`config.mk`:
```
export PLATFORM = sky130hd
export DESIGN_NAME = unary_bin_decoder
export DESIGN_NICKNAME = d
export VERILOG_FILES = /design/src/rtl/unary_bin_decoder.sv
export SDC_FILE = /design/constraint.sdc
export NUM_CORES = 1
export LEC_CHECK = 0
export CAP_MARGIN = 20
export CORE_MARGIN = 2
export CORE_UTILIZATION = 35
export CTS_CLUSTER_SIZE = 25
export DETAILED_ROUTE_END_ITERATION = 10
export PLACE_DENSITY = 0.61
export REMOVE_ABC_BUFFERS = 1
export SETUP_SLACK_MARGIN = 0.4
export SLEW_MARGIN = 10
export SYNTH_ARGS = -nofsm -noshare
export SYNTH_HDL_FRONTEND = slang
export SYNTH_SLANG_ARGS = --single-unit
```
`constraint.sdc`:
```
create_clock -name iClk -period 2.8 [get_ports iClk]
set_input_delay 0.42 -clock iClk [delete_from_list [all_inputs] [get_ports iClk]]
set_output_delay 0.42 -clock iClk [all_outputs]
set_load 0.005 [all_outputs]
```
`src/rtl/unary_bin_decoder.sv`:
```
// rtl/unary_bin_decoder.sv - windowed unary-to-binary decoder (ones count over 2^BITWIDTH enabled samples)
module unary_bin_decoder #(
    parameter int BITWIDTH = 8
) (
    input  logic                iClk,
    input  logic                iRstN,
    input  logic                iEn,
    input  logic                iClr,
    input  logic                iUnary,
    output logic [BITWIDTH-1:0] oBin,
    output logic                oValid,
    output logic                oSat,
    output logic                oBusy
);

    typedef enum logic {
        IDLE  = 1'b0,
        ACCUM = 1'b1
    } state_t;

    // Last window index; also the saturated output value (all ones).
    localparam logic [BITWIDTH-1:0] WIN_LAST = '1;
    localparam logic [BITWIDTH-1:0] WIN_INC  = BITWIDTH'(1);
    // A window of all ones counts to exactly 2^BITWIDTH.
    localparam logic [BITWIDTH:0]   FULL     = {1'b1, {BITWIDTH{1'b0}}};

    state_t              state_q, state_d;
    logic [BITWIDTH-1:0] win_cnt_q, win_cnt_d;
    logic [BITWIDTH:0]   one_cnt_q, one_cnt_d;
    logic [BITWIDTH-1:0] bin_q, bin_d;
    logic                valid_q, valid_d;
    logic                sat_q, sat_d;
    logic                busy_q, busy_d;
    logic [BITWIDTH:0]   total;

    // Next-state: clear beats enable; the last enabled sample closes the window.
    always_comb begin
        state_d   = state_q;
        win_cnt_d = win_cnt_q;
        one_cnt_d = one_cnt_q;
        bin_d     = bin_q;
        sat_d     = sat_q;
        valid_d   = 1'b0;
        total     = one_cnt_q + {{BITWIDTH{1'b0}}, iUnary};
        if (iClr) begin
            win_cnt_d = '0;
            one_cnt_d = '0;
            state_d   = IDLE;
        end else if (iEn) begin
            if (win_cnt_q == WIN_LAST) begin
                bin_d     = (total == FULL) ? WIN_LAST : total[BITWIDTH-1:0];
                sat_d     = (total == FULL);
                valid_d   = 1'b1;
                win_cnt_d = '0;
                one_cnt_d = '0;
                state_d   = IDLE;
            end else begin
                win_cnt_d = win_cnt_q + WIN_INC;
                one_cnt_d = total;
                state_d   = ACCUM;
            end
        end
        busy_d = (state_d == ACCUM);
    end

    // State, counters and registered outputs; reset acts without a clock.
    always_ff @(posedge iClk or negedge iRstN) begin
        if (!iRstN) begin
            state_q   <= IDLE;
            win_cnt_q <= '0;
            one_cnt_q <= '0;
            bin_q     <= '0;
            valid_q   <= 1'b0;
            sat_q     <= 1'b0;
            busy_q    <= 1'b0;
        end else begin
            state_q   <= state_d;
            win_cnt_q <= win_cnt_d;
            one_cnt_q <= one_cnt_d;
            bin_q     <= bin_d;
            valid_q   <= valid_d;
            sat_q     <= sat_d;
            busy_q    <= busy_d;
        end
    end

    assign oBin   = bin_q;
    assign oValid = valid_q;
    assign oSat   = sat_q;
    assign oBusy  = busy_q;

endmodule

```
==> flow_metrics.env <==
export IMPL_postCtsSetupRepairBufs=0
export IMPL_synth_most_common_cell="dfrtp_1"
export IMPL_power_frac_clock=0.346
export IMPL_firstDrtPassIters=6
export IMPL_rows=23
export IMPL_first_global_vias=1117
export IMPL_worst_pin_slew_ns=0.4198
export IMPL_fin_skew_ns=0.004736
export IMPL_syn_inst=154
export IMPL_outcome="completed"
export IMPL_switching_share=0.2281
export IMPL_grt_antenna_before_repair=0
export IMPL_areaGrowthSynthToFinish_pct=16.43
export IMPL_start_util=0.3697
export IMPL_syn_avg_cell_area_um2=9.741
export IMPL_synth_seq_cells=28
export IMPL_synth_async_reset_ratio=1.000
export IMPL_ys_flop_type="dfrtp_1"
export IMPL_ys_seq_area_frac=0.4671
export IMPL_clockBufferDepth=2
export IMPL_cts_htree_levels=1
export IMPL_numClockSinks=28
export IMPL_cts_root_buffer="clkbuf_8"
export IMPL_multiInputGateArea_um2=729.5
export IMPL_fp_dieArea_um2=4826
export IMPL_post_route_util=0.4305
export IMPL_dieHeight_um=69.47
export IMPL_slew_headroom=0.7191
export IMPL_drc=0
export IMPL_endpoint_kind="flop"
export IMPL_place_hpwl_um=2149
export IMPL_fill_cells=390
export IMPL_insertion_delay_ns=0.28
export IMPL_diodes=0
export IMPL_core_area_um2=4058
export IMPL_min_path_type="flop to flop"
export IMPL_grtUsageTotal=0.1334
export IMPL_yosys_warnings=0
export IMPL_die_width_um=69.47
export IMPL_yosysTopAreaCellShare=0.4671
export IMPL_pre_cts_ws_ns=0.3133
export IMPL_leakage_nw=0.7424
export IMPL_ant_nets=0
export IMPL_crit_arrival_ns=2.43
export IMPL_yosysUniqueCellTypes=37
export IMPL_power_density_nw_per_um2=415.7
export IMPL_synth_edff_count=0
export IMPL_yosys_top_cells_area="dfrtp_1 (47%), o211ai_2 (5.8%), o21ai_0 (5.7%)"
export IMPL_max_freq_mhz=452.6
export IMPL_timing_setup_tns_ns=0
export IMPL_portBuffers=15
export IMPL_register_area_um2=700.7
export IMPL_crit_type="primary input to flop"
export IMPL_vias=1167
export IMPL_rsz0062_at_grt="no"
export IMPL_cts_hold_buf=0
export IMPL_path_clk_slew_ns=0.09
export IMPL_p_comb_frac=0.080
export IMPL_cts_tree="done"
export IMPL_peakVddDrop_mv=0.3540
export IMPL_hold_violations=0
export IMPL_path_max_fanout=8
export IMPL_viasPerCell=5.378
export IMPL_synth_area_um2=1500
export IMPL_intPower_w=0.0005605
export IMPL_cts_buffers=3
export IMPL_grt_overflow=0
export IMPL_period_needed_ns=2.209
export IMPL_start_kind="primary input"
export IMPL_gp_congestion=0.9106
export IMPL_wirelength_um=3002
export IMPL_drt_initial_drc_count=61
export IMPL_finalMaxSlewViolations=0
export IMPL_fin_ws_ns=0.5906
export IMPL_drive_gt1_frac=0.1257
export IMPL_p_switching_w=0.0001656
export IMPL_drv_cap=0
export IMPL_grt_max_degree=29
export IMPL_setup_viol=0
export IMPL_layout_nets=176
export IMPL_yosys_area_top_type="dfrtp_1"
export IMPL_boundaryPins=16
export IMPL_p_seq_frac=0.574
export IMPL_grt_pass1_wl_um=5216
export IMPL_worstPathRequired_ns=3.02
export IMPL_routedWlPerCell_um=13.83
export IMPL_yosys_top_cells_count="dfrtp_1 (28), nand2_1 (22), o21ai_0 (17)"
export IMPL_fin_crit_sh=0.7891
export IMPL_cts_resized=0
==> metrics by stage <==
stage          hold WS (ns)  cell area, µm²  std cells  power [W]
3_5_place_dp         0.4635            1692        213  0.0004836
2_1_floorplan        0.1244            1441        143  0.0004504
6_report             0.4814            1747        217  0.0007261
4_1_cts              0.4872            1747        217  0.0007381
3_3_place_gp         0.4592            1692        213  0.0004807
5_1_grt              0.5119            1747        217  0.0007653
==> state kept, by name, summed over array words and instances, names as in the netlist <==
register / cells
oSat: 1
oValid: 1
one_cnt_q: 9
win_cnt_q: 8
oBusy: 1
oBin: 8
==> power groups by stage <==
| stage | clock [W] | sequential (W) | combinational, W |
|---|---|---|---|
| finish | 0.000251 | 0.000417 | 0.0000578 |
| global route | 0.000282 | 0.000419 | 0.0000651 |
| CTS | 0.000262 | 0.000417 | 0.0000585 |
| detailed placement | 0 | 0.000425 | 0.0000585 |
| global placement | 0 | 0.000425 | 0.0000558 |
| floorplan | 0 | 0.000424 | 0.0000262 |
==> area by class of cell <==
cell class | instances | area share
Multi-Input combinational cell | 112 | 0.4176
Sequential cell | 28 | 0.4011
Timing Repair Buffer | 20 | 0.1074
Inverter | 3 | 0.006447
Tap cell | 50 | 0.03582
Clock buffer | 4 | 0.03152
==> layout by cell type, fill, tap and decap left out, drive strengths merged <==
master	netlist	routed
a31oi	1	1
nand2	22	22
o22ai	1	1
nor2b	1	1
a32oi	1	1
a2bb2oi	1	1
or3	3	3
clkdlybuf4s50	0	15
and4	2	2
or3b	1	1
buf	7	5
nand4	4	4
xnor2	4	4
o21bai	1	1
a21o	1	1
inv	3	3
ha	3	3
o41ai	1	1
mux2i	1	1
dfrtp	28	28
a21oi	4	4
nor3	3	3
nand3b	1	1
nor2	10	10
nand4bb	1	1
nand3	8	8
nand2b	2	2
xor2	5	5
nor4b	1	1
o21ai	17	17
clkbuf	4	4
o31ai	5	5
o211ai	7	7
==> logic make-up (layout without fill, tap and decap cells) <==
family / count (synthesis) / after routing / synth area share
and+or+nand+nor: 59 / 59 / 0.2018
AOI/OAI and AO/OA: 40 / 40 / 0.2002
DFF: 28 / 28 / 0.4671
buffers and inverters: 14 / 27 / 0.04670
xor gates and xnor gates: 9 / 9 / 0.05254
adders and majority gates: 3 / 3 / 0.02502
muxes: 1 / 1 / 0.006672
==> critical path, cell delays in order <==
cell	delay [ns]
clkdlybuf4s50_1	0.49
ha_1	0.35
nand4_2	0.17
or3_1	0.38
o22ai_2	0.12
or3b_1	0.38
a2bb2oi_2	0.12
==> metal layers <==
metal  GRT usage  up-vias  routed length [µm]
li1            -      574                   -
met1      0.1739      571                1413
met2      0.2190       20                1441
met3     0.03924        2                 127
met4     0.03050        0                  19
met5           0        -                   0
==> worst paths after layout <==
kind | from | endpoint | slack (ns) | cells past startpoint
min reg2reg | oBusy$_DFFE_PN0P_ | oBusy$_DFFE_PN0P_ | 0.48 | 2
max in group asynchronous | iRstN | one_cnt_q[1]$_DFFE_PN0P_ | 2.02 | 2
max reg2reg | one_cnt_q[0]$_DFFE_PN0P_ | oBin[5]$_DFFE_PN0P_ | 0.83 | 6
min | oBusy$_DFFE_PN0P_ | oBusy$_DFFE_PN0P_ | 0.48 | 2
max | iUnary | oBin[5]$_DFFE_PN0P_ | 0.59 | 7
min in group asynchronous | iRstN | oBusy$_DFFE_PN0P_ | 0.51 | 2
Note: power is estimated with default switching activity, not from simulation.
